### config.mk
export PLATFORM = sky130hd
export DESIGN_NAME = uart_rx_core
export DESIGN_NICKNAME = d
export VERILOG_FILES = /design/src/rtl/uart_pkg.sv /design/src/rtl/uart_rx_tick_gen.sv /design/src/rtl/uart_rx_core.sv
export SDC_FILE = /design/constraint.sdc
export NUM_CORES = 1
export LEC_CHECK = 0
export CAP_MARGIN = 40
export CORE_ASPECT_RATIO = 1.25
export CORE_UTILIZATION = 35
export CTS_CLUSTER_DIAMETER = 120
export DETAILED_ROUTE_END_ITERATION = 8
export DONT_BUFFER_PORTS = 1
export GPL_TIMING_DRIVEN = 1
export SYNTH_ARGS = -nofsm -noshare
export SYNTH_HDL_FRONTEND = slang
export SYNTH_SLANG_ARGS = --single-unit
export TNS_END_PERCENT = 1
### constraint.sdc
create_clock -name clk -period 4 [get_ports clk]
set_input_delay 1.2 -clock clk [delete_from_list [all_inputs] [get_ports clk]]
set_output_delay 1.2 -clock clk [all_outputs]
set_load 0.02 [all_outputs]
### src/rtl/uart_pkg.sv
// Shared UART definitions: baud_rate encoding, RX oversampling divisor table
// and the receiver state type. The TX side uses the same baud_rate encoding.
package uart_pkg;

    localparam logic [1:0] BAUD24  = 2'b00;
    localparam logic [1:0] BAUD48  = 2'b01;
    localparam logic [1:0] BAUD96  = 2'b10;
    localparam logic [1:0] BAUD192 = 2'b11;

    localparam int DIV_W = 16;

    typedef enum logic [2:0] {
        RX_IDLE,
        RX_START,
        RX_DATA,
        RX_PARITY,
        RX_STOP
    } rx_state_t;

    function automatic int round_div(input int num, input int den);
        return (num + den / 2) / den;
    endfunction

    // Clocks per oversample tick, rounded to nearest. At 25 MHz x16 this
    // gives 651 / 326 / 163 / 81. Every arm folds to a constant.
    function automatic logic [DIV_W-1:0] div_for(input logic [1:0] baud_rate,
                                                 input int clk_hz,
                                                 input int oversample);
        logic [DIV_W-1:0] div;
        case (baud_rate)
            BAUD24:  div = DIV_W'(round_div(clk_hz, oversample * 2400));
            BAUD48:  div = DIV_W'(round_div(clk_hz, oversample * 4800));
            BAUD96:  div = DIV_W'(round_div(clk_hz, oversample * 9600));
            default: div = DIV_W'(round_div(clk_hz, oversample * 19200));
        endcase
        return div;
    endfunction

endpackage

### src/rtl/uart_rx_tick_gen.sv
// Oversampling tick generator for the receiver; restart realigns the tick
// phase to a detected start edge.
module uart_rx_tick_gen
    import uart_pkg::*;
#(
    parameter int CLK_HZ     = 25_000_000,
    parameter int OVERSAMPLE = 16
) (
    input  logic       clk,
    input  logic       reset,
    input  logic [1:0] baud_rate,
    input  logic       restart,
    output logic       tick
);

    logic [DIV_W-1:0] count;
    logic [DIV_W-1:0] div;

    assign div = div_for(baud_rate, CLK_HZ, OVERSAMPLE);

    // >= rather than == so a switch to a smaller divisor still wraps.
    assign tick = (count >= (div - DIV_W'(1)));

    always_ff @(posedge clk or posedge reset) begin
        if (reset) begin
            count <= '0;
        end else if (restart || tick) begin
            count <= '0;
        end else begin
            count <= count + DIV_W'(1);
        end
    end

endmodule

### src/rtl/uart_rx_core.sv
// UART receiver: rx synchroniser, start-bit qualification, mid-bit sampling
// and 8N1/8E1/8O1 reassembly with per-byte parity and framing flags.
module uart_rx_core
    import uart_pkg::*;
#(
    parameter int DATA_BITS  = 8,
    parameter int OVERSAMPLE = 16,
    parameter int CLK_HZ     = 25_000_000
) (
    input  logic                 clk,
    input  logic                 reset,
    input  logic [1:0]           baud_rate,
    input  logic                 parity_en,
    input  logic                 parity_odd,
    input  logic                 rx,
    output logic [DATA_BITS-1:0] rx_data,
    output logic                 rx_valid,
    output logic                 parity_err,
    output logic                 frame_err,
    output logic                 rx_busy
);

    localparam int TW = $clog2(OVERSAMPLE);
    localparam int BW = $clog2(DATA_BITS + 1);

    logic rx_m, rx_s, rx_d;
    logic fall, tick, restart, deliver;

    rx_state_t             state, state_n;
    logic [TW-1:0]         tcnt, tcnt_n;
    logic [BW-1:0]         bcnt, bcnt_n;
    logic [DATA_BITS-1:0]  shift, shift_n;
    logic                  mismatch, mismatch_n;

    always_ff @(posedge clk or posedge reset) begin
        if (reset) begin
            rx_m <= 1'b1;
            rx_s <= 1'b1;
            rx_d <= 1'b1;
        end else begin
            rx_m <= rx;
            rx_s <= rx_m;
            rx_d <= rx_s;
        end
    end

    // Only a 1-to-0 transition starts a frame, so a held break cannot retrigger.
    assign fall    = rx_d & ~rx_s;
    assign rx_busy = (state != RX_IDLE);

    uart_rx_tick_gen #(
        .CLK_HZ     (CLK_HZ),
        .OVERSAMPLE (OVERSAMPLE)
    ) u_tick_gen (
        .clk       (clk),
        .reset     (reset),
        .baud_rate (baud_rate),
        .restart   (restart),
        .tick      (tick)
    );

    always_comb begin
        state_n    = state;
        tcnt_n     = tcnt;
        bcnt_n     = bcnt;
        shift_n    = shift;
        mismatch_n = mismatch;
        restart    = 1'b0;
        deliver    = 1'b0;
        case (state)
            RX_IDLE: begin
                if (fall) begin
                    state_n = RX_START;
                    tcnt_n  = '0;
                    restart = 1'b1;
                end
            end
            RX_START: begin
                if (tick) begin
                    if (tcnt == TW'(OVERSAMPLE / 2 - 1)) begin
                        tcnt_n     = '0;
                        bcnt_n     = '0;
                        mismatch_n = 1'b0;
                        state_n    = rx_s ? RX_IDLE : RX_DATA;
                    end else begin
                        tcnt_n = tcnt + TW'(1);
                    end
                end
            end
            RX_DATA: begin
                if (tick) begin
                    tcnt_n = tcnt + TW'(1);
                    if (tcnt == TW'(OVERSAMPLE - 1)) begin
                        shift_n = {rx_s, shift[DATA_BITS-1:1]};
                        bcnt_n  = bcnt + BW'(1);
                        if (bcnt == BW'(DATA_BITS - 1)) begin
                            state_n = parity_en ? RX_PARITY : RX_STOP;
                        end
                    end
                end
            end
            RX_PARITY: begin
                if (tick) begin
                    tcnt_n = tcnt + TW'(1);
                    if (tcnt == TW'(OVERSAMPLE - 1)) begin
                        mismatch_n = (rx_s != ((^shift) ^ parity_odd));
                        state_n    = RX_STOP;
                    end
                end
            end
            RX_STOP: begin
                // Leaving at mid stop bit keeps a back-to-back start edge visible.
                if (tick && (tcnt == TW'(OVERSAMPLE - 1))) begin
                    deliver = 1'b1;
                    state_n = RX_IDLE;
                end else if (tick) begin
                    tcnt_n = tcnt + TW'(1);
                end
            end
            default: state_n = RX_IDLE;
        endcase
    end

    always_ff @(posedge clk or posedge reset) begin
        if (reset) begin
            state    <= RX_IDLE;
            tcnt     <= '0;
            bcnt     <= '0;
            shift    <= '0;
            mismatch <= 1'b0;
        end else begin
            state    <= state_n;
            tcnt     <= tcnt_n;
            bcnt     <= bcnt_n;
            shift    <= shift_n;
            mismatch <= mismatch_n;
        end
    end

    always_ff @(posedge clk or posedge reset) begin
        if (reset) begin
            rx_data    <= '0;
            rx_valid   <= 1'b0;
            parity_err <= 1'b0;
            frame_err  <= 1'b0;
        end else begin
            rx_valid <= deliver;
            if (deliver) begin
                rx_data    <= shift;
                frame_err  <= ~rx_s;
                parity_err <= parity_en & mismatch;
            end
        end
    end

endmodule
## Word level (Yosys, flattened, before mapping)

Cells that the tools add are included.

| storage, ports and cells | value |
|---|---|
| input bits | 7 |
| output and inout bits | 12 |
| memory bits (read-only) | 0 |
| latch bits | 0 |
| RAM bits | 0 |
| flip-flop bits (word level) | 50 |
| memories | 0 |

| operators by class | value |
|---|---|
| shifts and indexed selects | 0 |
| $lt $le $gt $ge | 1 |
| reductions and logical operators | 15 |
| add/sub/neg operators | 4 |
| equality and inequality tests | 20 |
| bitwise gates (word level) | 4 |
| multiplexer cells | 34 |
| divide/modulo/power cells | 0 |
| multipliers | 0 |

Operators with widths:

| kind | number |
|---|---|
| $mux 4 | 9 |
| $mux 3 | 10 |
| $pmux 10 s3 | 1 |
| $ne 2x2->1 const B | 10 |
| $add 16x1->16 const B | 1 |
| $ge 16x16->1 | 1 |
| $mux 16 | 1 |
| $pmux 4 s4 | 1 |
| $pmux 3 s5 | 1 |
| $sub 10x1->11 const B | 1 |
| $reduce_and 5->1 | 2 |
| $reduce_and 9->1 | 1 |
| $add 4x1->4 const B | 2 |
| $eq 4x3->1 const B | 2 |
| $mux 1 | 8 |
| $pmux 4 s2 | 1 |
| $reduce_xor 8->1 | 1 |
| $eq 3x2->1 const B | 2 |
| $eq 4x4->1 const B | 1 |
| $reduce_and 4->1 | 1 |
| $reduce_bool 2->1 | 2 |
| $reduce_bool 4->1 | 1 |
| $eq 3x1->1 const B | 1 |
| $eq 3x3->1 const B | 1 |
| 15 further kinds | 16 |

## Depth between registers and ports, before layout

| logic depth | value |
|---|---|
| depth after elaboration | 7 |
| mapped depth | 11 |

## Hierarchy

A second synthesis with hierarchy kept.

| unflattened totals | value |
|---|---|
| cell total of the unflattened synthesis | 249 |
| area, all modules | 2723.9 µm² |

By module, submodules not included:

| module | instances | area an instance (µm²) | cells each |
|---|---|---|---|
| uart_rx_core | 1 | 1717.9 | 155 |
| uart_rx_tick_gen | 1 | 1006.0 | 94 |

## Least setup slack after synthesis

Ideal clock, no wire load.

| path | value |
|---|---|
| path kind | input-to-reg |
| start point | input port baud_rate[1] |
| end point | register tcnt[0] |
| library setup time | 0.125 ns |
| path buffers | 0 |
| required time | 3.875 ns |
| data arrival time | 3.073 ns |
| setup slack | 0.802 ns |
| cell stages on the path | 7 |
| cell sequence | or2_2 -> ha_1 -> nor4_1 -> nand3_1 -> o41ai_4 -> o21a_4 -> mux2_4 |

| between the ends | value |
|---|---|
| word-level cells in the longest chain between the ends | 7 |

RTL lines:

| item | line | source |
|---|---|---|
| from (decl) | uart_rx_core.sv:12 | `input logic [1:0] baud_rate,` |
| $eq 2x2->1, or another cell as far along | uart_pkg.sv:30 | `case (baud_rate)` |
| $pmux 10 s3 (*) | uart_pkg.sv:30 |  |
| $sub 10x1->11 (*) | uart_rx_tick_gen.sv:22 | `assign tick = (count >= (div - DIV_W'(1)));` |
| $ge 16x16->1 (*) | uart_rx_tick_gen.sv:22 |  |
| $mux 4 or $logic_and 1x1->1 (tied branches) | - |  |
| $mux 4 or $ne 2x2->1 (tied branches) | - |  |
| $pmux 4 s4 or $reduce_and 4->1 (tied branches) | - |  |
| to (signal assigned) | uart_rx_core.sv:133 | `tcnt <= tcnt_n;` |
| to (decl) | uart_rx_core.sv:30 | `logic [TW-1:0] tcnt, tcnt_n;` |

Every way passes the cells marked *; elsewhere a longest branch is shown, timed or not. The select of a mux whose other input is x is not followed.
A chain may end at the register's enable or synchronous reset.

## Final worst setup path

| path | value |
|---|---|
| start point | input port baud_rate[1] |
| end point | register rx_data[7] |

| between the ends | value |
|---|---|
| word-level cells in the longest chain between the ends | 7 |

RTL lines:

| item | line | source |
|---|---|---|
| $eq 2x2->1, or another cell as far along | uart_pkg.sv:30 |  |
| $pmux 10 s3 (*) | uart_pkg.sv:30 |  |
| $sub 10x1->11 (*) | uart_rx_tick_gen.sv:22 |  |
| $ge 16x16->1 (*) | uart_rx_tick_gen.sv:22 |  |
| $logic_and 1x1->1 (*) | uart_rx_core.sv:113 | `if (tick && (tcnt == TW'(OVERSAMPLE - 1))) begin` |
| $mux 1 (*) | uart_rx_core.sv:113 |  |
| $mux 1 (*) | uart_rx_core.sv:70 | `case (state)` |
| to (signal assigned) | uart_rx_core.sv:149 | `rx_data <= shift;` |
| to (decl) | uart_rx_core.sv:16 | `output logic [DATA_BITS-1:0] rx_data,` |

Every way passes the cells marked *; elsewhere a longest branch is shown, timed or not.

==> results.md <==
| Group | Item | Value |
|---|---|---|
| route | Sum of routed wire length over all layers | 4760 um |
| synthesis | Seq/Total Area, Yosys | 47.9% |
| place | Final weighted congestion in routability-driven placement | 0.835 |
| setup path | Worst-path maximum fanout | 13 |
| floorplan | Site Rows | 34 |
| setup path | Worst EP arrival | 3.31 ns |
| clocking | CTS tree | built |
| layout | Total Nets Final | 265 |
| timing | Count of final setup violators | 0 |
| route | Vias/cell | 5.19 |
| layout | Fin area | 2850 um2 |
| synthesis | Cell variety after synth | 51 |
| floorplan | Effective utilization at floorplan | 36.8% |
| route | Vias post-DR | 1743 |
| floorplan | DIE WIDTH | 79.4 um |
| clocking | Post-CTS Resized | 0 |
| timing | Slew at the pin closest to its max-slew limit | 0.655 ns |
| synthesis | Area share of the largest cell type after synthesis | 44.9% |
| timing | Worst clock skew on the final layout | 0.0160 ns |
| clocking | Clock buffers created by TritonCTS | 5 |
| global route | Met2 layer usage reported by global route | 23.1% |
| synthesis | Most area-hungry cell type in the Yosys netlist | dfrtp_1 |
| timing | Count of final max-slew check failures | 0 |
| timing | Worst-case headroom to the max-slew limit | 56.3% |
| clocking | Root cell of the clock tree | clkbuf_8 |
| setup path | Critical-path top delay cell | o311ai_4 |
| global route | Wire length of the first global-routing pass | 8470 um |
| global route | Fraction of met1 tracks used by global routing | 17.5% |
| synthesis | Count of flip-flops with a built-in enable after synthesis | 0 |
| clocking | Largest buffer count on any clock path | 2 |
| synthesis | Cells taking the most area after synthesis | dfrtp_1 (45%), mux2_2 (6.9%), ha_1 (6.2%) |
| layout | End-of-flow core utilization | 40.1% |
| route | DR WL/cell | 14.2 um |
| clocking | Post-CTS repair timing setup buffer count | 0 |
| global route | Initial antenna violation count | 0 |
| clocking | Worst-skew pair later-pin latency | 0.31 ns |
| global route | Tot GR Track Use | 13.8% |
| place | Dpl cell area | 2750 um2 |
| synthesis | Share of synthesized registers carrying an async set or reset | 100% |
| timing | Final Hold Viols | 0 |
| timing | RSZ-0062 raised after global routing | no |
| power and ir drop | Total power per unit cell area | 434 nW/um2 |
| route | Post-route antenna net violation count | 0 |
| setup path | Crit path kind | input pin to flop |
| synthesis | Post-Syn Area | 2620 um2 |
| floorplan | Area of the die | 7830 um2 |
| synthesis | Mapped Cells | 236 |
| global route | Pin count of the biggest net entering global routing | 29 |
| global route | Via count of the first global-routing pass | 1740 |
| setup path | Worst path cell trace | or2_2 > ha_1 > nor4_1 > nand3_1 > o311ai_4 > mux2_2 |
| layout | Synth-to-Final Area Change | 8.89% |
| clocking | Number of sinks on the clock net | 50 |
| layout | Diodes inserted | 0 |
| route | DR iter-0 viols | 125 |
| clocking | Reg clk slew, reported paths | 0.09 ns |
| hold path | Worst min-delay path class | flop to flop |
| setup path | Largest incremental delay on the critical path | 0.65 ns |
| layout | Fraction of final layout cells with drive strength greater than 1 | 18.3% |
| timing | Min Clock Period, post-route | 3.12 ns |
| timing | Sum of negative setup slack | 0 ns |
| route | Detailed-router iteration count before antenna repair | 4 |
| timing | Maximum clock frequency | 320 MHz |
| global route | GRT Residual Overflow | 0 |
| synthesis | Yosys Warn Count | 0 |
| setup path | Cell family with the largest share of critical-path delay | simple AND/OR/NAND/NOR gates |
| setup path | Startpoint types | input pin |
| flow run | Number of max-cap violations | 0 |
| setup path | Required arrival time at the worst endpoint | 4.19 ns |
| global route | Fraction of met3 tracks used by global routing | 2.50% |
| place | # port buffers | 0 |
| floorplan | Top Ports | 19 |
| floorplan | Placeable core region | 7100 um2 |
| clocking | CTS H-tree depth | 2 |
| global route | Routing layer with the top usage in global route | met2 |
| synthesis | Most frequent cells after synthesis | dfrtp_1 (47), nor2_1 (19), nand2_1 (17) |
| setup path | Crit path buf inv count | 0 |
| floorplan | Die extent in y | 98.7 um |
| synthesis | Most instantiated flip-flop cell in the synthesis netlist | dfrtp_1 |
| setup path | Endpoint class of the critical path | flop |
| synthesis | Count of state elements after synthesis | 50 |
| power and ir drop | Leakage power summed over all cells | 1.25 nW |
| power and ir drop | Worst-case vdd ir drop | 0.183 mV |
| status | Status | completed |
| synthesis | Avg Synthesized Cell Area | 11.1 um2 |
| clocking | Hold buffer count at CTS | 0 |
| route | DRC violation count after routing | 0 |
| place | Post-DP HPWL | 3530 um |
| synthesis | Library cell with the highest instance count after synthesis | dfrtp_1 |
| timing | Final period util | 78.0% |
[worst reg2reg max path, stage by stage (launching register included)]
cell,delay (ns)
dfrtp_1,0.43
ha_1,0.33
a41oi_1,0.35
a31oi_4,0.21
o311ai_4,0.66
mux2_2,0.41
[registers in the layout, summed over array words and instances, names as in the netlist]
register	cells
bcnt	4
frame_err	1
mismatch	1
parity_err	1
rx_d	1
rx_data	8
rx_m	1
rx_s	1
rx_valid	1
shift	8
state	3
tcnt	4
u_tick_gen.count	16
[kinds of logic after synthesis]
| logic type | Yosys count | share of synthesized area [%] |
|---|---|---|
| other | 1 | 0.143 |
| adders and majority gates | 13 | 6.21 |
| and+or+nand+nor | 82 | 16.4 |
| DFF | 50 | 47.9 |
| muxes | 18 | 7.89 |
| buffers and inverters | 13 | 2.20 |
| AOI/OAI and AO/OA | 40 | 12.9 |
| xor gates and xnor gates | 19 | 6.36 |
[cell type report]
| type | count | area [um2] |
|---|---|---|
| Clock buffer | 5 | 68.8 |
| Clock inverter | 3 | 28.8 |
| Fill cell | 676 | 4250 |
| Inverter | 8 | 30.0 |
| Multi-Input combinational cell | 177 | 1320 |
| Sequential cell | 50 | 1250 |
| Tap cell | 90 | 113 |
| Timing Repair Buffer | 3 | 35.0 |
[per-layer routing]
layer / up-vias / part of all wire, %
met4: 0 / 1.2
met3: 2 / 2.9
met1: 864 / 44
met2: 24 / 52
li1: 853 / -
met5: - / 0
[metrics by stage]
stage / worst slack (ns) / hold slack, ns / instances / power (mW)
2_1_floorplan: 0.802 / 0.345 / 240 / 0.864
3_3_place_gp: 0.541 / 0.349 / 327 / 0.929
3_5_place_dp: 0.514 / 0.348 / 328 / 0.937
4_1_cts: 0.847 / 0.363 / 336 / 1.26
5_1_grt: 0.679 / 0.374 / 336 / 1.33
6_report: 0.879 / 0.362 / 336 / 1.24
[worst paths after layout]
check                                               from                              to  slack (ns)  depth (start not counted)
min                                       rx_m$_DFF_PP1_                  rx_s$_DFF_PP1_        0.36                          0
min reg2reg                               rx_m$_DFF_PP1_                  rx_s$_DFF_PP1_        0.36                          0
max in group asynchronous                          reset            state[1]$_DFFE_PP0P_        2.66                          2
max reg2reg                u_tick_gen.count[6]$_DFF_PP0_          rx_data[7]$_DFFE_PP0P_        1.49                          5
min in group asynchronous                          reset  u_tick_gen.count[10]$_DFF_PP0_        0.81                          1
max                                         baud_rate[1]          rx_data[7]$_DFFE_PP0P_        0.88                          6
[power by group]
group	switching [mW]	total, mW	internal (mW)
combinational	0.177	0.314	0.137
clock	0.184	0.314	0.130
sequential	0.0642	0.610	0.546
[placed cells by master, fill, tap and decap left out, drive strengths merged, types with 2 or more instances in the layout]
cell type  instances
nand2b             4
dfrtp             47
a211oi             3
nand2             17
conb               5
a21oi              6
ha                13
nand4              3
nor2              19
dfstp              3
clkinv             2
xnor2             11
a31oi              2
nor3               5
or2                4
or3                2
nand3             17
and3               4
xor2               8
o21ai             12
clkbuf             5
inv                9
o211ai             6
nand3b             3
buf                3
o311ai             2
mux2              18
(Power assumes the default switching activity.)
